File: src/rtl/pci_pkg.sv
// pci_pkg: PCI command codes, master sequencer states and bus idle constants
// shared by the initiator sequencer and its bench.
package pci_pkg;

    typedef enum logic [3:0] {
        MEM_READ  = 4'b0110,
        MEM_WRITE = 4'b0111
    } pci_cmd_e;

    typedef enum logic [2:0] {
        IDLE,
        ADDR,
        DATA,
        ABORT,
        TURN
    } mst_state_e;

    localparam logic [3:0] CBE_IDLE = 4'hF;

endpackage

File: src/rtl/pci_master_ctrl.sv
// pci_master_ctrl: PCI initiator sequencer turning request/write/read streams
// into FRAME_/IRDY_ bus cycles, with master abort on a missing DEVSEL_.
module pci_master_ctrl
    import pci_pkg::*;
#(
    parameter int MAX_BURST      = 16,
    parameter int DEVSEL_TIMEOUT = 5
) (
    input  logic                             clk,
    input  logic                             reset_,
    input  logic                             req_valid,
    output logic                             req_ready,
    input  logic                             req_write,
    input  logic [31:0]                      req_addr,
    input  logic [3:0]                       req_be,
    input  logic [$clog2(MAX_BURST+1)-1:0]   req_len,
    input  logic                             wdata_valid,
    output logic                             wdata_ready,
    input  logic [31:0]                      wdata,
    output logic                             rdata_valid,
    output logic [31:0]                      rdata,
    output logic                             done,
    output logic                             done_err,
    output logic                             FRAME_,
    output logic                             IRDY_,
    output logic [3:0]                       C_BE_,
    output logic [31:0]                      AD,
    output logic                             ad_oe,
    input  logic [31:0]                      ad_in,
    input  logic                             DEVSEL_,
    input  logic                             TRDY_
);

    localparam int LW = $clog2(MAX_BURST + 1);
    localparam int CW = $clog2(DEVSEL_TIMEOUT + 1);

    mst_state_e    state, state_n;
    logic          live, write_q, wd_v, err_q, devsel_seen;
    logic [31:0]   addr_q, wd_q;
    logic [3:0]    be_q;
    logic [LW-1:0] len_q, beats_left, fetched;
    logic [CW-1:0] abort_cnt;
    logic          irdy, xfer, last, abort_go, wd_hs, accept;

    // irdy depends on flops only, so IRDY_/FRAME_ never see an input path
    assign irdy     = (state == DATA) && (!write_q || wd_v);
    assign xfer     = irdy && !TRDY_;
    assign last     = beats_left == LW'(1);
    assign abort_go = (state == DATA) && !devsel_seen && DEVSEL_
                      && (abort_cnt == CW'(DEVSEL_TIMEOUT - 1));
    assign wd_hs    = wdata_valid && wdata_ready;
    assign accept   = (state == IDLE) && live && req_valid;

    always_ff @(posedge clk or negedge reset_) begin
        if (!reset_) state <= IDLE;
        else         state <= state_n;
    end

    always_comb begin
        state_n     = state;
        req_ready   = live && (state == IDLE);
        wdata_ready = !wd_v && write_q && (state == ADDR || state == DATA) && (fetched < len_q);
        done        = state == TURN;
        done_err    = (state == TURN) && err_q;
        FRAME_      = !((state == ADDR) || ((state == DATA) && !(last && irdy)));
        IRDY_       = !(irdy || (state == ABORT));
        C_BE_       = (state == ADDR) ? 4'(write_q ? MEM_WRITE : MEM_READ) :
                      (state == DATA || state == ABORT) ? be_q : CBE_IDLE;
        AD          = ((state == ADDR) || !write_q) ? addr_q : wd_q;
        ad_oe       = (state == ADDR) || (write_q && (state == DATA || state == ABORT));
        case (state)
            IDLE:    state_n = accept ? ADDR : IDLE;
            ADDR:    state_n = DATA;
            DATA:    state_n = (xfer && last) ? TURN : abort_go ? ABORT : DATA;
            ABORT:   state_n = TURN;
            default: state_n = IDLE;
        endcase
    end

    always_ff @(posedge clk or negedge reset_) begin
        if (!reset_) begin
            live        <= 1'b0;
            write_q     <= 1'b0;
            addr_q      <= '0;
            be_q        <= CBE_IDLE;
            len_q       <= '0;
            beats_left  <= '0;
            fetched     <= '0;
            wd_q        <= '0;
            wd_v        <= 1'b0;
            err_q       <= 1'b0;
            devsel_seen <= 1'b0;
            abort_cnt   <= '0;
            rdata       <= '0;
            rdata_valid <= 1'b0;
        end else begin
            live        <= 1'b1;
            rdata_valid <= xfer && !write_q;
            if (xfer && !write_q) rdata <= ad_in;
            if (accept) begin
                write_q    <= req_write;
                addr_q     <= req_addr;
                be_q       <= req_be;
                len_q      <= (req_len == '0) ? LW'(1) : req_len;
                beats_left <= (req_len == '0) ? LW'(1) : req_len;
                fetched    <= '0;
                err_q      <= 1'b0;
            end
            if (state == ADDR) begin
                abort_cnt   <= '0;
                devsel_seen <= 1'b0;
            end
            if (state == DATA) begin
                if (!DEVSEL_)          devsel_seen <= 1'b1;
                else if (!devsel_seen) abort_cnt   <= abort_cnt + CW'(1);
            end
            // a word arriving on the abort edge is consumed but never driven
            if (wd_hs) begin
                fetched <= fetched + LW'(1);
                if (!abort_go) begin
                    wd_q <= wdata;
                    wd_v <= 1'b1;
                end
            end
            if (xfer) begin
                beats_left <= beats_left - LW'(1);
                wd_v       <= 1'b0;
            end
            if ((state == DATA) && (state_n == ABORT)) begin
                wd_v  <= 1'b0;
                err_q <= 1'b1;
            end
        end
    end

endmodule

File: config.mk
export PLATFORM = sky130hd
export DESIGN_NAME = pci_master_ctrl
export DESIGN_NICKNAME = d
export VERILOG_FILES = /design/src/rtl/pci_pkg.sv /design/src/rtl/pci_master_ctrl.sv
export SDC_FILE = /design/constraint.sdc
export NUM_CORES = 1
export LEC_CHECK = 0
export BUFFER_PORTS_ARGS = -buffer_cell sky130_fd_sc_hd__buf_2
export CORE_MARGIN = 3
export CORE_UTILIZATION = 50
export CTS_CLUSTER_DIAMETER = 60
export DETAILED_ROUTE_END_ITERATION = 6
export PLACE_DENSITY = 0.8
export REMOVE_ABC_BUFFERS = 1
export SYNTH_ARGS = -nofsm -noshare
export SYNTH_HDL_FRONTEND = slang
export SYNTH_SLANG_ARGS = --single-unit
export TNS_END_PERCENT = 20
File: constraint.sdc
create_clock -name clk -period 5 [get_ports clk]
set_input_delay 0.75 -clock clk [delete_from_list [all_inputs] [get_ports clk]]
set_output_delay 0.75 -clock clk [all_outputs]
set_load 0.005 [all_outputs]
==> results of run 1 <==
[stage by stage]
step / hold WS, ps / cells / total power, uW
finish: 289 / 823 / 4940
global route: 313 / 823 / 5270
CTS: 288 / 822 / 4990
detailed placement: 457 / 790 / 3520
global placement: 448 / 790 / 3430
floorplan: 436 / 460 / 2830
[cell families after synthesis]
kind of cell    count (synthesis)
compound gates                 39
xor+xnor                        3
flops                         127
other cells                     1
fa+ha+maj                       9
buf+inv                        36
mux                            97
simple gates                  172
[cell type report]
cell class / count / area (sq um)
timing repair buffer: 190 / 961
fill: 830 / 3610
clock buffer: 19 / 443
tap: 140 / 175
antenna: 1 / 2.50
multi-input combinational: 321 / 2400
sequential: 127 / 3180
clock inverter: 13 / 259
inverter: 12 / 45.0
[how the worst min path moves through the flow]
stage / from / endpoint / cells past startpoint
floorplan: be_q[1]$_DFFE_PN1P_ / be_q[1]$_DFFE_PN1P_ / 2
global placement: be_q[2]$_DFFE_PN1P_ / be_q[2]$_DFFE_PN1P_ / 2
detailed placement: be_q[3]$_DFFE_PN1P_ / be_q[3]$_DFFE_PN1P_ / 2
CTS: reset_ / write_q$_DFFE_PN0P_ / 1
global route: reset_ / addr_q[4]$_DFFE_PN0P_ / 1
finish: reset_ / write_q$_DFFE_PN0P_ / 1
[layer usage]
metal	track usage [%]	vias to the layer above	wire length, um	part of all wire (%)
li1	-	2006	-	-
met1	26.6	2019	5650	43
met2	33.5	182	6050	47
met3	5.68	21	1020	7.8
met4	9.21	0	292	2.2
met5	0	-	0	0
[critical path: stages, from the launching register on]
cell and delay, ps:
dfrtp_1 490, nand2b_4 230, o21ai_4 900, mux2_2 440, buf_2 130
[power by group]
| group | internal [uW] | switching (uW) | total (uW) |
|---|---|---|---|
| combinational | 950 | 726 | 1680 |
| clock | 1000 | 446 | 1450 |
| sequential | 1520 | 299 | 1820 |
| total | 3470 | 1470 | 4940 |
[registers in the layout, indices dropped and copies added (netlist names), 3 cells and up]
name and count:
fetched 5, abort_cnt 3, rdata 32, len_q 5, state 3, addr_q 32
be_q 4, wd_q 32, beats_left 5
[layout by cell type (no fill, tap or decap), types with 7 or more instances in the layout]
| cell | n |
|---|---|
| nor2_1 | 10 |
| nand2_1 | 127 |
| mux2_4 | 30 |
| mux2_1 | 9 |
| bufinv_16 | 7 |
| inv_1 | 12 |
| ha_1 | 9 |
| mux2_2 | 58 |
| dfrtp_1 | 123 |
| buf_2 | 186 |
| o21ai_0 | 13 |
| clkbuf_16 | 17 |
==> results.json, run 1 <==
{
  "tritoncts": "done",
  "setup_viol": 0,
  "finalNetCount": 790,
  "fin_crit_ps": 3360,
  "skew_ps": 9.34,
  "grt_pass1_vias": 4436,
  "io_pins": 188,
  "synth_edf_count": 0,
  "place_congestion": 0.794,
  "cts_buffer_depth": 2,
  "clk_root_buffer_cell": "clkbuf_16",
  "die_area_sq_mm": 0.0129,
  "max_cap_violations": 0,
  "cts_buffers": 17,
  "antenna_found_initial": 1,
  "worstSetupStartpoint": "state[1]$_DFF_PN0_",
  "synth.area.top_cells": "dfrtp_1 53%, mux2_2 11%, nand2_1 8.2%",
  "ff2ff_path_depth": 6,
  "area_growth_pct": 28.9,
  "synth.area.mux_share_pct": 20.8,
  "min_path_type": "input pin to async pin",
  "initial_utilization_pct": 52.3,
  "via_per_inst": 5.14,
  "endpoint": "AD[1]",
  "rsz0062_at_grt": "false",
  "status": "complete, no violations",
  "ys_warn_count": 0,
  "fin_util_pct": 67.4,
  "syn-cell-area_sq_mm": 0.00579,
  "synthArstFlopShare_pct": 100,
  "wire_per_inst_um": 15.8,
  "row_count": 38,
  "groute.usage.overall_pct": 20.9,
  "ys_ff_latch": 127,
  "die_width_um": 114,
  "cts.sinks": 127,
  "vias": 4228,
  "drive_above_1_share_pct": 47.4,
  "ys_seq_area_share_pct": 54.9,
  "tightest_slew_ps": 1150,
  "postSynthCellCount": 484,
  "vdd_drop_max_uv": 416,
  "power_leakage_uw": 0.00393,
  "start_kind": "flip-flop",
  "hold_buffers": 0,
  "synth.avg_cell_area_sq_um": 12.0,
  "final_area_sq_mm": 0.00747,
  "crit-reg2reg-capture": "wd_q[25]$_DFFE_PN0P_",
  "r2r_slack_ps": 1950,
  "clk_pin_slew_worst_paths_ps": 60,
  "synthAdderAreaFrac_pct": 1.94,
  "synth_top_family_by_area": "multiplexers",
  "gr-total-overflow": 0,
  "drc": 0,
  "fin_crit_sh_pct": 67.1,
  "post_cts_buffers": 0,
  "synth_compound_area_share_pct": 4.49,
  "port_buffers": 187,
  "synth_common_cells": "127 x nand2_1, 123 x dfrtp_1, 58 x mux2_2, 30 x mux2_4, 13 x o21ai_0",
  "cp_max_fo": 32,
  "max_freq_ghz": 0.298,
  "crit_path_end_kind": "output port",
  "firstDrtPassIters": 4,
  "dp_hpwl_um": 9180,
  "dpl_cell_area_sq_mm": 0.00676,
  "pre_cts_ws_ps": 1950,
  "hold_violations": 0,
  "antenna_left": 0,
  "core_area_sq_mm": 0.0111,
  "cts_resized": 0,
  "setup_slack_ps": 1640,
  "timing.rr.start": "fetched[4]$_DFFE_PN0P_",
  "slew_headroom_pct": 22.8,
  "synth_ff_type": "dfrtp_1",
  "path_class": "flip-flop to output port",
  "cp_data_required_time_ps": 4250,
  "synth_cell_types": 48,
  "p_per_area_mw_per_mm2": 662,
  "synth_xor_area_share_pct": 0.454,
  "synth_top_area_share_pct": 53.1,
  "fp.dieH_um": 114,
  "critPathArrivalTime_ps": 2610,
  "htreeDepth": 4,
  "grt_max_degree": 50,
  "grt_pass1_wl_um": 21300,
  "wirelength_um": 13000,
  "clk_latency_ps": 400,
  "synth_simple_gate_area_share_pct": 13.4,
  "setup_tns_ps": 0,
  "synth.largest_area_cell": "dfrtp_1",
  "drtIter0Drc": 262,
  "synth_most_common_cell": "nand2_1",
  "slew_viol_final": 0
}
No activity file was read; power rests on OpenSTA's default activity.
==> inputs of run 2 (changes only) <==
- clock period: 5 -> 3.5 ns (I/O delays scaled with it)
==> results.json, run 2 (synthesis gave the netlist of run 1 again) <==
{
  "vias": 4291,
  "htreeDepth": 4,
  "area_growth_pct": 28.4,
  "finalNetCount": 793,
  "crit_family": "compound AO/OA/AOI/OAI gates",
  "wire_per_inst_um": 16.8,
  "vdd_drop_max_uv": 620,
  "rsz0062_at_grt": "false",
  "initial_utilization_pct": 52.3,
  "tightest_slew_ps": 892,
  "post_cts_buffers": 0,
  "clk_root_buffer_cell": "clkbuf_16",
  "layout.cells.most_common": "buf_2",
  "p_per_area_mw_per_mm2": 924,
  "top_regs": "addr_q x32, rdata x32, wd_q x32",
  "grt_pass1_wl_um": 22300,
  "slew_headroom_pct": 40.5,
  "drc": 0,
  "row_count": 38,
  "clk_pin_slew_worst_paths_ps": 60,
  "crit_path_end_kind": "output port",
  "setup_viol": 0,
  "cts_resized": 0,
  "cts_buffer_depth": 2,
  "cts_buffers": 17,
  "drtIter0Drc": 277,
  "antenna_left": 0,
  "firstDrtPassIters": 4,
  "r2r_slack_ps": 640,
  "fillerInstances": 830,
  "final_cell_mix": "186 x buf_2, 127 x nand2_1, 123 x dfrtp_1",
  "cp_slowest_stage_delay_ps": 600,
  "holdWs_ps": 228,
  "die_area_sq_mm": 0.0129,
  "setup_slack_ps": 488,
  "status": "complete, no violations",
  "path_cells": "nand2b_4 > o21ai_4 > buf_12 > mux2_2 > buf_2",
  "io_pins": 188,
  "via_per_inst": 5.19,
  "fin_crit_ps": 3010,
  "dp_hpwl_um": 9790,
  "start_kind": "flip-flop",
  "fin_crit_sh_pct": 86.1,
  "die_width_um": 114,
  "min_path_type": "input pin to async pin",
  "fin_util_pct": 67.2,
  "port_buffers": 187,
  "cp_max_fo": 17,
  "slew_viol_final": 0,
  "slowest_stage": "o21ai_4",
  "crit-reg2reg-capture": "wd_q[19]$_DFFE_PN0P_",
  "core_area_sq_mm": 0.0111,
  "power_leakage_uw": 0.00391,
  "timing.rr.start": "fetched[4]$_DFFE_PN0P_",
  "pre_cts_ws_ps": 651,
  "fp.dieH_um": 114,
  "setup_tns_ps": 0,
  "cp_data_required_time_ps": 2970,
  "max_freq_ghz": 0.332,
  "cts.sinks": 127,
  "hold_violations": 0,
  "critPathArrivalTime_ps": 2490,
  "wirelength_um": 13900,
  "clk_latency_ps": 410,
  "tritoncts": "done",
  "gr-total-overflow": 0,
  "ff2ff_path_depth": 7,
  "grt_pass1_vias": 4511,
  "antenna_found_initial": 1,
  "hold_buffers": 0,
  "drive_above_1_share_pct": 47.7,
  "grt_max_degree": 70,
  "path_class": "flip-flop to output port",
  "skew_ps": 6.58,
  "cp_num_buf_inv": 2,
  "groute.usage.overall_pct": 22.1,
  "place_congestion": 0.862,
  "final_cell_count_no_fill": 826,
  "max_cap_violations": 0,
  "dp_cells": 793
}
run 2: cell type report:
class / instances / area (sq um) / share of cell area [%]
Antenna cell: 1 / 2.50 / 0.0336
Inverter: 12 / 45.0 / 0.605
Clock buffer: 19 / 453 / 6.09
Tap cell: 140 / 175 / 2.35
Multi-Input combinational cell: 321 / 2400 / 32.2
Sequential cell: 127 / 3180 / 42.8
Timing Repair Buffer: 193 / 1020 / 13.7
Clock inverter: 13 / 164 / 2.20
run 2: through the flow:
stage | power [uW] | instance area (sq um)
after floorplan | 4040 | 5610
final | 6870 | 7440
after CTS | 6950 | 7440
after global routing | 7330 | 7440
after global placement | 4940 | 6820
after detailed placement | 5080 | 6820
run 2: per-layer routing:
metal | vias to the layer above | wire length, um | GRT usage [%] | share of wire [%]
met4 | 0 | 370 | 10.6 | 2.7
met3 | 31 | 1250 | 6.84 | 9.0
met1 | 2056 | 5610 | 26.8 | 40
met5 | - | 0 | 0 | 0
met2 | 194 | 6660 | 36.1 | 48
li1 | 2010 | - | - | -
run 2: worst max-delay path by stage:
stage,startpoint,endpoint,slack (ps),cells past startpoint
after floorplan,fetched[2]$_DFFE_PN0P_,wd_q[0]$_DFFE_PN0P_,390,6
after global placement,fetched[4]$_DFFE_PN0P_,wd_q[20]$_DFFE_PN0P_,760,7
after detailed placement,fetched[4]$_DFFE_PN0P_,wd_q[21]$_DFFE_PN0P_,650,7
after CTS,state[0]$_DFF_PN0_,AD[11],450,5
after global routing,state[0]$_DFF_PN0_,AD[11],350,5
final,state[0]$_DFF_PN0_,AD[18],490,5
run 2: power breakdown:
part | total [uW] | internal, uW | leakage, uW | switching (uW)
clock network | 1810 | 1160 | 0.000275 | 654
logic | 2460 | 1380 | 0.00208 | 1070
registers | 2610 | 2170 | 0.00156 | 434
total | 6870 | 4710 | 0.00391 | 2160
==> inputs of run 3 (changes only) <==
- RECOVER_POWER: unset -> 25
==> results.json, run 3 (synthesis gave the netlist of run 1 again) <==
{
  "status": "finished, violations left",
  "violations": "max-capacitance violations, max-slew violations",
  "rsz0062_at_grt": "false",
  "clk_root_buffer_cell": "clkbuf_16",
  "via_per_inst": 5.18,
  "top_regs": "addr_q x32, rdata x32, wd_q x32",
  "p_switching_uw": 2160,
  "drtIter0Drc": 277,
  "fin_crit_ps": 3020,
  "groute.usage.overall_pct": 22.1,
  "wire_per_inst_um": 16.8,
  "p_per_area_mw_per_mm2": 924,
  "die_width_um": 114,
  "htreeDepth": 4,
  "fp.dieH_um": 114,
  "hold_buffers": 0,
  "tightest_slew_ps": 1750,
  "setup_tns_ps": 0,
  "finalNetCount": 793,
  "max_cap_violations": 1,
  "cts_resized": 0,
  "vias": 4280,
  "area_growth_pct": 28.4,
  "cts.sinks": 127,
  "power_frac_comb_pct": 35.7,
  "layout.cells.most_common": "buf_2",
  "gr-total-overflow": 0,
  "clk_pin_slew_worst_paths_ps": 60,
  "firstDrtPassIters": 4,
  "ff2ff_path_depth": 7,
  "skew_ps": 6.49,
  "cts_buffer_depth": 2,
  "p_seq_share_pct": 37.9,
  "grtUsageMet2_pct": 36.1,
  "grt_pass1_vias": 4511,
  "wirelength_um": 13900,
  "timing.rr.start": "fetched[4]$_DFFE_PN0P_",
  "initial_utilization_pct": 52.3,
  "hold_violations": 0,
  "cp_max_fo": 17,
  "path_class": "flip-flop to output port",
  "slew_viol_final": 69,
  "fillerInstances": 830,
  "power_leakage_uw": 0.00391,
  "crit-reg2reg-capture": "wd_q[19]$_DFFE_PN0P_",
  "crit_path_end_kind": "output port",
  "max_freq_ghz": 0.331,
  "setup_viol": 0,
  "post_cts_buffers": 0,
  "pre_cts_ws_ps": 651,
  "r2r_slack_ps": 640,
  "gr-max-usage-layer": "met2",
  "antenna_found_initial": 1,
  "slew_headroom_pct": -16.8,
  "place_congestion": 0.862,
  "critPathArrivalTime_ps": 2500,
  "holdWs_ps": 292,
  "final_cell_mix": "186 x buf_2, 127 x nand2_1, 123 x dfrtp_1",
  "clk_latency_ps": 410,
  "die_area_sq_mm": 0.0129,
  "cp_data_required_time_ps": 2970,
  "core_area_sq_mm": 0.0111,
  "port_buffers": 187,
  "antenna_left": 0,
  "fin_crit_sh_pct": 86.3,
  "dp_hpwl_um": 9790,
  "drive_above_1_share_pct": 47.7,
  "setup_slack_ps": 480,
  "clock_power_share_pct": 26.3,
  "cts_buffers": 17,
  "endpoint": "AD[18]",
  "drc": 0,
  "vdd_drop_max_uv": 621,
  "start_kind": "flip-flop",
  "grt_pass1_wl_um": 22300,
  "sw_frac_of_total_pct": 31.4,
  "min_path_type": "input pin to flip-flop",
  "met3_usage_pct": 6.84,
  "intPower_uw": 4710,
  "worstSetupStartpoint": "state[0]$_DFF_PN0_",
  "io_pins": 188,
  "tritoncts": "done",
  "grt_use_met1_pct": 26.8,
  "row_count": 38,
  "grt_max_degree": 70
}
run 3: routing by layer:
metal / vias up / part of all wire, %
met5: - / 0
met2: 188 / 48
met3: 31 / 8.5
met1: 2052 / 41
met4: 0 / 2.7
li1: 2009 / -
run 3: worst min-delay path by stage:
stage	depth (start not counted)	from	endpoint
after CTS	1	reset_	rdata[14]$_DFFE_PN0P_
after detailed placement	2	be_q[0]$_DFFE_PN1P_	be_q[0]$_DFFE_PN1P_
after global routing	3	req_be[3]	be_q[3]$_DFFE_PN1P_
after global placement	2	be_q[2]$_DFFE_PN1P_	be_q[2]$_DFFE_PN1P_
final	3	req_be[3]	be_q[3]$_DFFE_PN1P_
after floorplan	0	reset_	abort_cnt[0]$_DFF_PN0_
run 3: power groups by stage:
stage	Combinational [uW]	Clock [uW]	Sequential (uW)
detailed placement	2470	0	2620
CTS	2490	1850	2610
global route	2710	1920	2690
global placement	2370	0	2570
floorplan	1530	0	2510
finish	2460	1810	2610
run 3: cell type report:
type	instances	area [sq um]	area share (%)
Clock inverter	13	164	2.20
Multi-Input combinational cell	321	2400	32.2
Clock buffer	19	453	6.09
Antenna cell	1	2.50	0.0336
Timing Repair Buffer	193	1020	13.7
Tap cell	140	175	2.35
Inverter	12	45.0	0.606
Sequential cell	127	3180	42.8
run 3: stage by stage:
step / instance area [sq um] / utilization, % / total power [uW] / std cells
floorplan: 5610 / - / 4040 / 460
global placement: 6820 / 61.6 / 4940 / 793
detailed placement: 6820 / 61.6 / 5080 / 793
CTS: 7440 / 67.1 / 6950 / 825
global route: 7440 / 67.1 / 7330 / 826
finish: 7440 / 67.1 / 6870 / 826
run 3: critical path, stage by stage, from the launching register on:
cell	delay (ps)
dfrtp_1	590
nand2b_4	150
o21ai_4	600
buf_12	250
mux2_2	360
buf_2	130
